File: src/rtl/sram_fifo_client.sv
// Requester side of the SRAM FIFO controller handshake: packs RX bytes into 16-bit
// write requests and unpacks words from read requests into a TX byte stream.
module sram_fifo_client #(
    parameter int         TIMEOUT_CYCLES = 255,
    parameter logic [7:0] PAD_BYTE       = 8'h00
) (
    input  logic        clk,
    input  logic        rst_n,
    input  logic [7:0]  rx_data,
    input  logic        rx_valid,
    output logic        rx_ready,
    input  logic        rx_flush,
    output logic [7:0]  tx_data,
    output logic        tx_valid,
    input  logic        tx_ready,
    output logic        req_write,
    output logic        req_read,
    output logic [15:0] wr_word,
    input  logic [15:0] rd_word,
    input  logic        hint,
    input  logic        dst_full,
    input  logic        src_empty,
    output logic        timeout_err,
    output logic        busy
);

    localparam int          TW         = $clog2(TIMEOUT_CYCLES + 1);
    localparam logic [TW-1:0] TIMER_LAST = TW'(TIMEOUT_CYCLES - 1);

    typedef enum logic [1:0] {IDLE, WR_WAIT, RD_WAIT} state_t;
    typedef enum logic {GRANT_READ, GRANT_WRITE} grant_t;

    state_t        state;
    grant_t        last_grant;
    logic [TW-1:0] timer;

    logic        byte_cnt, byte_cnt_n;
    logic [7:0]  lo_byte, lo_byte_n;
    logic [15:0] word, word_n;
    logic        word_valid, word_valid_n;

    logic [15:0] tx_word;
    logic [1:0]  tx_cnt;

    logic word_clear, tx_load, wr_ok, rd_ok;

    assign word_clear = (state == WR_WAIT) && hint;
    assign tx_load    = (state == RD_WAIT) && hint;
    assign rx_ready   = !word_valid;
    assign tx_valid   = (tx_cnt != 2'd0);
    assign tx_data    = (tx_cnt == 2'd2) ? tx_word[7:0] : tx_word[15:8];
    assign busy       = (state != IDLE);
    assign wr_ok      = word_valid && !dst_full;
    assign rd_ok      = !tx_valid && !src_empty;

    // A byte arriving with a flush is applied first; the flush then sees the result.
    always_comb begin
        // NOTE: every target gets a default first so no path can infer a latch.
        byte_cnt_n   = byte_cnt;
        lo_byte_n    = lo_byte;
        word_n       = word;
        word_valid_n = word_valid;
        if (word_clear)
            word_valid_n = 1'b0;
        if (rx_valid && rx_ready) begin
            if (byte_cnt) begin
                word_n       = {rx_data, lo_byte};
                word_valid_n = 1'b1;
                byte_cnt_n   = 1'b0;
            end else begin
                lo_byte_n  = rx_data;
                byte_cnt_n = 1'b1;
            end
        end
        if (rx_flush && byte_cnt_n && !word_valid_n) begin
            word_n       = {PAD_BYTE, lo_byte_n};
            word_valid_n = 1'b1;
            byte_cnt_n   = 1'b0;
        end
    end

    always_ff @(posedge clk or negedge rst_n) begin
        // NOTE: sequential state uses non-blocking assignments only.
        if (!rst_n) begin
            byte_cnt   <= 1'b0;
            lo_byte    <= '0;
            word       <= '0;
            word_valid <= 1'b0;
        end else begin
            byte_cnt   <= byte_cnt_n;
            lo_byte    <= lo_byte_n;
            word       <= word_n;
            word_valid <= word_valid_n;
        end
    end

    // Read grants only happen with the buffer empty, so load and drain never collide.
    always_ff @(posedge clk or negedge rst_n) begin
        if (!rst_n) begin
            tx_word <= '0;
            tx_cnt  <= 2'd0;
        end else if (tx_load) begin
            tx_word <= rd_word;
            tx_cnt  <= 2'd2;
        end else if (tx_valid && tx_ready) begin
            tx_cnt <= tx_cnt - 2'd1;
        end
    end

    always_ff @(posedge clk or negedge rst_n) begin
        if (!rst_n) begin
            state       <= IDLE;
            last_grant  <= GRANT_READ;
            timer       <= '0;
            req_write   <= 1'b0;
            req_read    <= 1'b0;
            wr_word     <= '0;
            timeout_err <= 1'b0;
        end else begin
            case (state)
                IDLE: begin
                    timer <= '0;
                    // Contention goes to whichever side did not win last time.
                    if (wr_ok && (!rd_ok || last_grant == GRANT_READ)) begin
                        req_write  <= 1'b1;
                        wr_word    <= word;
                        last_grant <= GRANT_WRITE;
                        state      <= WR_WAIT;
                    end else if (rd_ok) begin
                        req_read   <= 1'b1;
                        last_grant <= GRANT_READ;
                        state      <= RD_WAIT;
                    end
                end
                WR_WAIT, RD_WAIT: begin
                    if (word_clear || tx_load) begin
                        req_write <= 1'b0;
                        req_read  <= 1'b0;
                        state     <= IDLE;
                    end else if (timer == TIMER_LAST) begin
                        // Abandon: a pending write word stays put and is retried.
                        req_write   <= 1'b0;
                        req_read    <= 1'b0;
                        timeout_err <= 1'b1;
                        state       <= IDLE;
                    end else begin
                        timer <= timer + TW'(1);
                    end
                end
                default: state <= IDLE;
            endcase
        end
    end

endmodule

File: config.mk
export PLATFORM = sky130hd
export DESIGN_NAME = sram_fifo_client
export DESIGN_NICKNAME = d
export VERILOG_FILES = /design/src/rtl/sram_fifo_client.sv
export SDC_FILE = /design/constraint.sdc
export NUM_CORES = 1
export LEC_CHECK = 0
export BUFFER_PORTS_ARGS = -buffer_cell sky130_fd_sc_hd__buf_2
export CORE_MARGIN = 1.5
export CORE_UTILIZATION = 50
export CTS_CLUSTER_DIAMETER = 120
export CTS_CLUSTER_SIZE = 10
export DETAILED_ROUTE_END_ITERATION = 12
export GPL_TIMING_DRIVEN = 0
export PLACE_DENSITY = 0.73
export SYNTH_ARGS = -nofsm -noshare
export SYNTH_HDL_FRONTEND = slang
export SYNTH_SLANG_ARGS = --single-unit
File: constraint.sdc
create_clock -name clk -period 3.7 [get_ports clk]
set_input_delay 0.74 -clock clk [delete_from_list [all_inputs] [get_ports clk]]
set_output_delay 0.74 -clock clk [all_outputs]
set_load 0.005 [all_outputs]
* Word-level counts from Yosys, hierarchy flattened *
Cells that the tools add are included.

storage, ports and cells
  output and inout bits = 30
  word-level logic and storage cells = 94
  flip-flop bits (word level) = 74

operators by class
  bitwise operators = 2
  muxes and demuxes = 32
  eq/ne operators = 11
  reduce and logical (&&, ||, !) cells = 34
  add/sub/neg operators = 2

operator list
  operator                                                            count
  16-bit 2-to-1 mux                                                   3
  8-bit 2-to-1 mux                                                    5
  8-bit case mux with 2 select lines                                  1
  1-bit 2-to-1 mux                                                    14
  2-bit nonzero test                                                  7
  2-bit 2-to-1 mux                                                    6
  2-bit != test, second input constant                                5
  1-bit logical AND                                                   9
  3-bit AND reduction                                                 3
  8-bit by 1-bit adder with 8-bit output, second input constant       1
  8-bit == test, second input constant                                1
  2-bit AND reduction                                                 4
  1-bit logical NOT                                                   6
  3-bit != test, second input constant                                2
  2-bit == test, second input constant                                2
  1-bit case mux with 2 select lines                                  2
  2-bit case mux with 2 select lines                                  1
  4-bit AND reduction                                                 1
  2-bit by 1-bit == test with 1-bit output, second input constant     1
  2-bit logical NOT                                                   1
  1-bit logical OR                                                    2
  1-bit inverter                                                      2
  2-bit OR reduction                                                  1
  2-bit by 1-bit subtractor with 2-bit output, second input constant  1

* Depth between registers and ports, before layout *
Gate-level depths: netlist (run 1).

  word-level depth = 9
  depth in mapped cells = 7

* Least setup slack after synthesis (run 1) *
No wires, ideal clock.

  path type = in2reg
  start point = input port src_empty
  end point = register wr_word[10]
  slack = 1.720 ns
  cell stages on the path = 4
  data required time = 3.575 ns
  data arrival time = 1.855 ns
  cell sequence = and3b_1 -> nor3_4 -> buf_4 -> mux2_2

on the way
  word-level cells in the longest chain between the ends = 6

ends and longest elaborated chain
  what                                  RTL line  source
  start: declaration                    22        input logic src_empty,
  1-bit logical NOT                     54        assign rd_ok = !tx_valid && !src_empty;
  1-bit logical AND                     54
  1-bit logical NOT                     124       if (wr_ok && (!rd_ok || last_grant == GRANT_READ)) begin
  1-bit logical OR                      124
  1-bit logical AND                     124
  2-bit AND reduction (no source line)  -
  end signal: assignment                126       wr_word <= word;
  end: declaration                      18        output logic [15:0] wr_word,

Every way passes these cells.
A chain may end at the register's enable or synchronous reset.

* Final worst setup path (run 1) *
  start point = register tx_cnt[0]
  end point = output port tx_data[5]

on the way
  word-level cells in the longest chain between the ends = 2

ends and longest elaborated chain
  what                      RTL line  source
  start: declaration        43        logic [1:0] tx_cnt;
  start signal: assignment  106       tx_cnt <= tx_cnt - 2'd1;
  2-bit == test             51        assign tx_data = (tx_cnt == 2'd2) ? tx_word[7:0] : tx_word[15:8];
  8-bit 2-to-1 mux          51
  end: declaration          13        output logic [7:0] tx_data,

Every way passes these cells.

==> results.rst, run 1 <==
.. list-table::
   :header-rows: 1

   * - Metric
     - Value
   * - Leak Pwr
     - 1.93 nW
   * - Crit path capture type
     - primary output
   * - Number of fill cells in the layout
     - 524
   * - Final design area excluding fillers
     - 3980 sq um
   * - Standard cell area after detailed placement
     - roughly 3800 sq um
   * - Count of max-cap constraint violations
     - 0
   * - Area taken by multi-input logic gates
     - 1420 sq um
   * - Wire length of the first global-routing pass
     - 11700 um
   * - Starting Density
     - 52.3%
   * - Setup repair after global routing missed its margin
     - false
   * - Syn avg cell area
     - 12.1 sq um
   * - Result of the run
     - complete, but fails checks
   * - Design Power
     - ~3.2 mW
   * - Antenna Diode Count
     - 0
   * - Power density over the cells
     - about 810 nW/um^2
   * - H-Tree Level Count
     - 3
   * - Total clock sinks
     - 74
   * - Vert. Die Dim
     - 85.0 um
   * - Via count of the first global-routing pass
     - 2472
   * - Count of final setup violators
     - 0
   * - Kind of cell adding the most delay to the critical path
     - buffers and inverters
   * - Worst path cell trace
     - inv_1, ha_1, clkbuf_1, mux2_2, buf_2
   * - Share of cells above drive strength 1
     - 35.9%
   * - Critical path required time
     - a little under 3 ns
   * - Post-CTS Setup Inserts
     - 0
   * - Placed wire-length estimate after detailed placement
     - 4790 um
   * - Count of buffers inserted at the top-level ports
     - 60
   * - Row count
     - 29
   * - Primary FF master, synth
     - dfrtp_1
   * - Violated checks
     - design-rule violations
   * - Final Hold Viols
     - 0
   * - Overall via count from detail_route
     - around 2400
   * - Critical path fanouts, max
     - 8
   * - Slew at the pin closest to its max-slew limit
     - 0.809 ns
   * - Setup TNS
     - 0 ns
   * - Initial antenna violation count
     - 0
   * - Fin crit share
     - between 70% and 80%
   * - Largest vdd supply drop
     - about 460 uV
   * - Distinct cell type count after synthesis
     - 41
   * - CTS tree
     - built
   * - Fmax achieved
     - 383 MHz
   * - Core Area
     - 6420 sq um
   * - Count of cells resized by post-cts repair
     - 0
   * - Worst EP arrival
     - 1.87 ns
   * - Total area of sequential cells
     - 1850 sq um
   * - Routability-driven placement congestion ratio
     - 0.896
   * - Number of warnings issued by yosys
     - 0
   * - Fraction of synthesis flops using an asynchronous set or reset pin
     - 100%
   * - Clock tree buffer depth
     - 2
   * - Net count after synthesis
     - 317
   * - Total of flip-flops plus latches after synthesis
     - 74
   * - Nets@finish
     - 389
   * - Worst setup path category
     - flip-flop to primary output
   * - Total gr overflow
     - 0
   * - Final routed wirelength across all metal layers
     - 6790 um
   * - Depth of the worst register-to-register path
     - 6
   * - Clock transition time at the flip-flop clock pins of the worst setup and hold paths
     - 0.08 ns
   * - Setup ws final
     - 1.09 ns
   * - R2R Path End
     - wr_word[10]
   * - Critical-path top delay cell
     - clkbuf_1
   * - Headroom to the max-slew limit
     - between 40% and 50%
   * - Delay contributed by the slowest stage of the critical path
     - about 0.4 ns
   * - GR Util All Layers
     - 20.7%
   * - Antenna-violating nets left
     - 0
   * - Clock root cell
     - clkbuf_8
   * - Worst reg-to-reg setup slack
     - 1.52 ns
   * - Number of violations reported at the end of detailed-routing iteration 0
     - 98
   * - Area growth syn-to-layout
     - 18.5%
   * - Summed instance area of the synthesized netlist
     - 3360 sq um
   * - Min cycle time layout
     - 2.61 ns
   * - Post-synth EDFFs
     - 0
   * - Total iterations of the first detailed-routing run
     - 8
   * - Max Slew Vio Count
     - 0
   * - Setup crit start
     - tx_cnt[0]
   * - Num CTS Buffers
     - 9
   * - Worst Path Buf+Inv
     - 3
   * - Maximum number of pins on one net before global-route repair
     - 71
   * - Via density per instance
     - 5.52
   * - Clock latency of the later-clocked register in the worst-skew pair
     - between 0.3 and 0.4 ns
   * - Wire per inst
     - 15.7 um
   * - Hold-fix buffer count after cts
     - 0
   * - Setup Slack @ Placement
     - 1.37 ns
   * - Tightest Hold Check Type
     - input port to asynchronous set/reset pin
   * - DIE WIDTH
     - 85.0 um
   * - Detailed-route DRC error count
     - 5
   * - Share of the yosys chip area belonging to registers
     - between 50% and 60%
   * - Startpoint kind of the worst setup timing path
     - flip-flop
   * - Reg-to-reg startpoint
     - state[1]
   * - Final setup skew
     - 0.0121 ns
   * - Count of pins on the block boundary
     - 62
   * - Die ar.
     - 7220 sq um
   * - Syn Inst Count
     - roughly 280
## cells in the final DEF, fill, tap and decap left out, drive strengths merged, types with 2 or more instances in the layout
master  count
a211o       2
a21oi      13
a221o       8
a22o        2
a31oi       5
and3       10
buf        65
clkbuf     18
clkinv      2
dfrtp      74
ha          8
inv        10
mux2       48
nand2      32
nand2b      2
nand3      11
nor2        8
nor2b       3
nor3        2
o211ai      4
o21ai       6
o311ai      2
o41ai       3
xnor2       2
## sequential cells by signal (all words and copies together) (netlist names)
register     cells
wr_word         16
req_read         1
tx_cnt           2
tx_word         16
state            2
timer            8
word_valid       1
last_grant       1
word            16
byte_cnt         1
timeout_err      1
req_write        1
lo_byte          8
## metal layers
layer / global-route usage, % / vias up / part of all wire (%)
li1: - / 1152 / -
met1: 26.1 / 1140 / 44
met2: 34.4 / 81 / 48
met3: 6.23 / 6 / 6.7
met4: 6.26 / 0 / 0.78
met5: 0 / - / 0
## area by class of cell
cell class / instances / share of cell area, %
tap: 77 / 2.42
timing repair buffer: 61 / 8.29
clock inverter: 4 / 1.29
multi-input combinational: 183 / 35.6
clock buffer: 12 / 3.64
buffer: 10 / 1.29
sequential: 74 / 46.5
inverter: 10 / 0.943
## cell families after synthesis
| group | synth area share [%] |
|---|---|
| AND/OR/NAND/NOR | 11.1 |
| flip-flops | 55.1 |
| AO/OA/AOI/OAI | 10.7 |
| multiplexers | 17.0 |
| buffers and inverters | 2.64 |
| adder cells (fa/ha/maj) | 2.98 |
| XOR/XNOR | 0.522 |
## per-stage QoR
stage	util (%)	std cells	hold slack, ns
global placement	58.5	414	0.451
global route	62.0	431	0.181
detailed placement	59.0	415	0.474
finish	62.0	431	0.200
floorplan	-	277	0.444
CTS	62.0	431	0.193
## cells in the mapped netlist, types with 2 or more instances
cell       n  share of area (%)
and3_1    10                1.9
nor2_1     8               0.89
buf_2      2               0.30
mux2_4     8                3.6
nand2b_1   2               0.37
mux2_1     2               0.67
ha_1       8                3.0
nand3_1   11                1.6
a21oi_1   13                1.9
o311ai_0   2               0.52
nand2_1   32                3.6
o21ai_1    2               0.30
a22o_1     2               0.52
a31oi_1    5               0.93
a211o_1    2               0.52
clkbuf_1   6               0.67
nor2b_1    3               0.56
inv_1     10                1.1
o41ai_1    3               0.78
dfrtp_1   74                 55
o21ai_0    4               0.60
a221o_1    8                2.4
mux2_2    38                 13
o211ai_1   4               0.89
xnor2_1    2               0.52
## worst max path at each step
stage,to,cells after the start
after CTS,tx_data[5],5
after floorplan,wr_word[10],4
final,tx_data[5],5
after detailed placement,wr_word[14],5
after global routing,tx_data[5],5
after global placement,wr_word[13],5
## where the power goes
part | switching (mW) | internal (mW) | leakage (nW)
Clock | 0.286 | 0.331 | 0.0966
Sequential | 0.193 | 1.16 | 0.922
Combinational | 0.583 | 0.658 | 0.911
(Power assumes the default switching activity.)
==> run 2: changes to the inputs <==
- PLACE_DENSITY: 0.73 -> 0.76
- clock period: 3.7 -> 2.3 ns (I/O delays scaled with it)
==> run 2 against run 1 <==
Against the previous run: the flow still finishes with violations (design-rule violations); core utilization grew 0.35 points; die area is the same; critical path depth down 1; combinational power grew 63%; sequential share of layout area is 0.26 points lower; clock power grew 98%; design area rose by 0.57%; highest routed layer unchanged.
==> results.rst, run 2 (synthesis results as in run 1) <==
.. list-table::
   :header-rows: 1

   * - Metric
     - Value
   * - Final Hold Viols
     - 0 (unchanged)
   * - Commonest non-fill, non-tap cells in the layout
     - dfrtp_1 (74), buf_2 (61), mux2_2 (38)
   * - Die ar.
     - 7220 sq um (unchanged)
   * - GR Util All Layers
     - 21.1% (+0.44 points)
   * - Switching power share of the total
     - 32.2% (-0.80 points)
   * - Count of buffers inserted at the top-level ports
     - 60 (unchanged)
   * - Row count
     - 29 (unchanged)
   * - Largest vdd supply drop
     - 727 uV (+59%)
   * - Total gr overflow
     - 0 (unchanged)
   * - CTS tree
     - built
   * - Fin crit share
     - 91.6%
   * - Setup repair after global routing missed its margin
     - false
   * - Comb pwr share
     - 37.1% (-1.5 points)
   * - Finished Layout Cells
     - 429 (-0.46%)
   * - Setup TNS
     - 0 ns (unchanged)
   * - Clock latency of the later-clocked register in the worst-skew pair
     - 0.35 ns (about the same)
   * - Worst setup path category
     - flip-flop to primary output
   * - Final setup skew
     - 0.00784 ns (-0.00428 ns)
   * - Result of the run
     - complete, but fails checks
   * - WL met1
     - 3240 um (+8.3%)
   * - Area growth syn-to-layout
     - 19.2%
   * - Routed met3 length
     - 358 um (-21%)
   * - Max Slew Vio Count
     - 0 (unchanged)
   * - Fmax achieved
     - 475 MHz
   * - Clock root cell
     - clkbuf_8
   * - Clock tree buffer depth
     - 2 (unchanged)
   * - Routability-driven placement congestion ratio
     - 0.941 (+5.0%)
   * - Wire per inst
     - 16.4 um (+4.1%)
   * - Total clock sinks
     - 74 (unchanged)
   * - Count of pins on the block boundary
     - 62 (unchanged)
   * - Clock share of power
     - 22.5% (+3.3 points)
   * - Starting Density
     - 52.3% (unchanged)
   * - Internal power consumption
     - 3.68 mW (+71%)
   * - Via density per instance
     - 5.78 (+4.7%)
   * - Placed cell count
     - 414 (-0.24%)
   * - Min cycle time layout
     - between 2 and 2.5 ns
   * - Wire length of the first global-routing pass
     - 11700 um (+0.24%)
   * - Antenna Diode Count
     - 0 (unchanged)
   * - Most common cell after layout, fill and taps aside
     - dfrtp_1
   * - Final design area excluding fillers
     - 4010 sq um (+0.57%)
   * - Sequential cell fraction of total power
     - 40.4% (-1.8 points)
   * - H-Tree Level Count
     - 3 (unchanged)
   * - Standard cell area after detailed placement
     - 3760 sq um (-0.73%)
   * - Clock transition time at the flip-flop clock pins of the worst setup and hold paths
     - 0.08 ns (about the same)
   * - Count of max-cap constraint violations
     - 0 (unchanged)
   * - Core Area
     - 6420 sq um (unchanged)
   * - Violated checks
     - design-rule violations
   * - Final hold slack
     - 0.242 ns (+0.0421 ns)
   * - Worst EP arrival
     - 1.65 ns (-0.22 ns)
   * - Maximum number of pins on one net before global-route repair
     - 75 (+5.6%)
   * - Number of violations reported at the end of detailed-routing iteration 0
     - 138 (+41%)
   * - Num CTS Buffers
     - 9 (unchanged)
   * - Leading registers by flop count
     - tx_word: 16 flops, word: 16 flops, wr_word: 16 flops
   * - Critical path required time
     - 1.84 ns (-1.12 ns)
   * - Startpoint kind of the worst setup timing path
     - flip-flop
   * - Final routed wirelength across all metal layers
     - 7030 um (+3.6%)
   * - Initial antenna violation count
     - 0 (unchanged)
   * - Nets@finish
     - 388 (-0.26%)
   * - Leak Pwr
     - 1.94 nW (+0.61%)
   * - Routed length on met2
     - 3300 um (+0.30%)
   * - Via count of the first global-routing pass
     - 2415 (-2.3%)
   * - Placed wire-length estimate after detailed placement
     - 4700 um (-1.9%)
   * - Tightest Hold Check Type
     - input port to asynchronous set/reset pin
   * - Headroom to the max-slew limit
     - 38.8% (-6.5 points)
   * - Design Power
     - 5.43 mW (+69%)
   * - Worst reg-to-reg setup slack
     - 0.35 ns (-1.17 ns)
   * - Slew at the pin closest to its max-slew limit
     - 0.917 ns (+0.109 ns)
   * - Total iterations of the first detailed-routing run
     - 8 (unchanged)
   * - Overall via count from detail_route
     - 2480 (+4.2%)
   * - Power density over the cells
     - 1360 nW/um^2 (+68%)
   * - Antenna-violating nets left
     - 0 (unchanged)
   * - Detailed-route DRC error count
     - 1 (-4)
   * - Highest Signal Layer
     - met4
   * - DIE WIDTH
     - 85.0 um (unchanged)
   * - Reported net switching power
     - 1.75 mW (+65%)
   * - Crit path capture type
     - primary output
   * - Count of final setup violators
     - 0 (unchanged)
   * - Critical path fanouts, max
     - 8 (unchanged)
   * - Vert. Die Dim
     - 85.0 um (unchanged)
   * - Share of cells above drive strength 1
     - 36.6% (+0.77 points)
   * - Number of fill cells in the layout
     - 508 (-3.1%)
[run 2: repair_timing]
action                     in CTS  in global routing
resized for setup               0                  1
setup endpoints to repair       8                  8
buffers inserted                0                  1
hold buffers                    0                  0
pin swaps                       0                  1
[run 2: per-layer routing]
layer | vias to the layer above | track usage [%]
li1 | 1148 | -
met3 | 12 | 5.64
met1 | 1247 | 28.5
met2 | 73 | 32.4
met5 | - | 0
met4 | 0 | 8.94
[run 2: stage by stage]
step	setup WS, ns	util (%)
2_1_floorplan	0.461	-
3_3_place_gp	0.148	58.5
5_1_grt	0.123	62.4
6_report	0.193	62.4
3_5_place_dp	0.0874	58.5
4_1_cts	0.0728	62.2
[run 2: power groups by stage]
stage	Clock, mW	Combinational (mW)	Sequential, mW
after detailed placement	0	2.00	2.21
after global placement	0	1.95	2.18
final	1.22	2.02	2.19
after CTS	1.24	2.03	2.19
after floorplan	0	1.39	2.14
after global routing	1.29	2.23	2.27
[run 2: critical path: stages (launching register included)]
cell	delay (ns)
dfrtp_1	0.36
inv_1	0.12
ha_2	0.33
mux2_2	0.37
buf_2	0.13
[run 2: cell type report]
type	count	area, sq um	area share (%)
inverters	10	37.5	0.937
plain buffers	9	47.5	1.19
multi-input cells	183	1420	35.5
clock buffers	10	138	3.44
flip-flops and latches	74	1850	46.2
well taps	77	96.3	2.41
clock inverters	5	103	2.56
repair buffers	61	310	7.75
[run 2: worst paths after layout]
check,start,to,depth (start not counted)
max in group asynchronous,rst_n,wr_word[7],1
min in group clk,rd_word[4],tx_word[4],2
worst min-delay path,rst_n,wr_word[0],1
worst max register to register,state[0],timer[3],6
worst min register to register,timeout_err,timeout_err,1
worst max-delay path,tx_cnt[0],tx_data[2],4
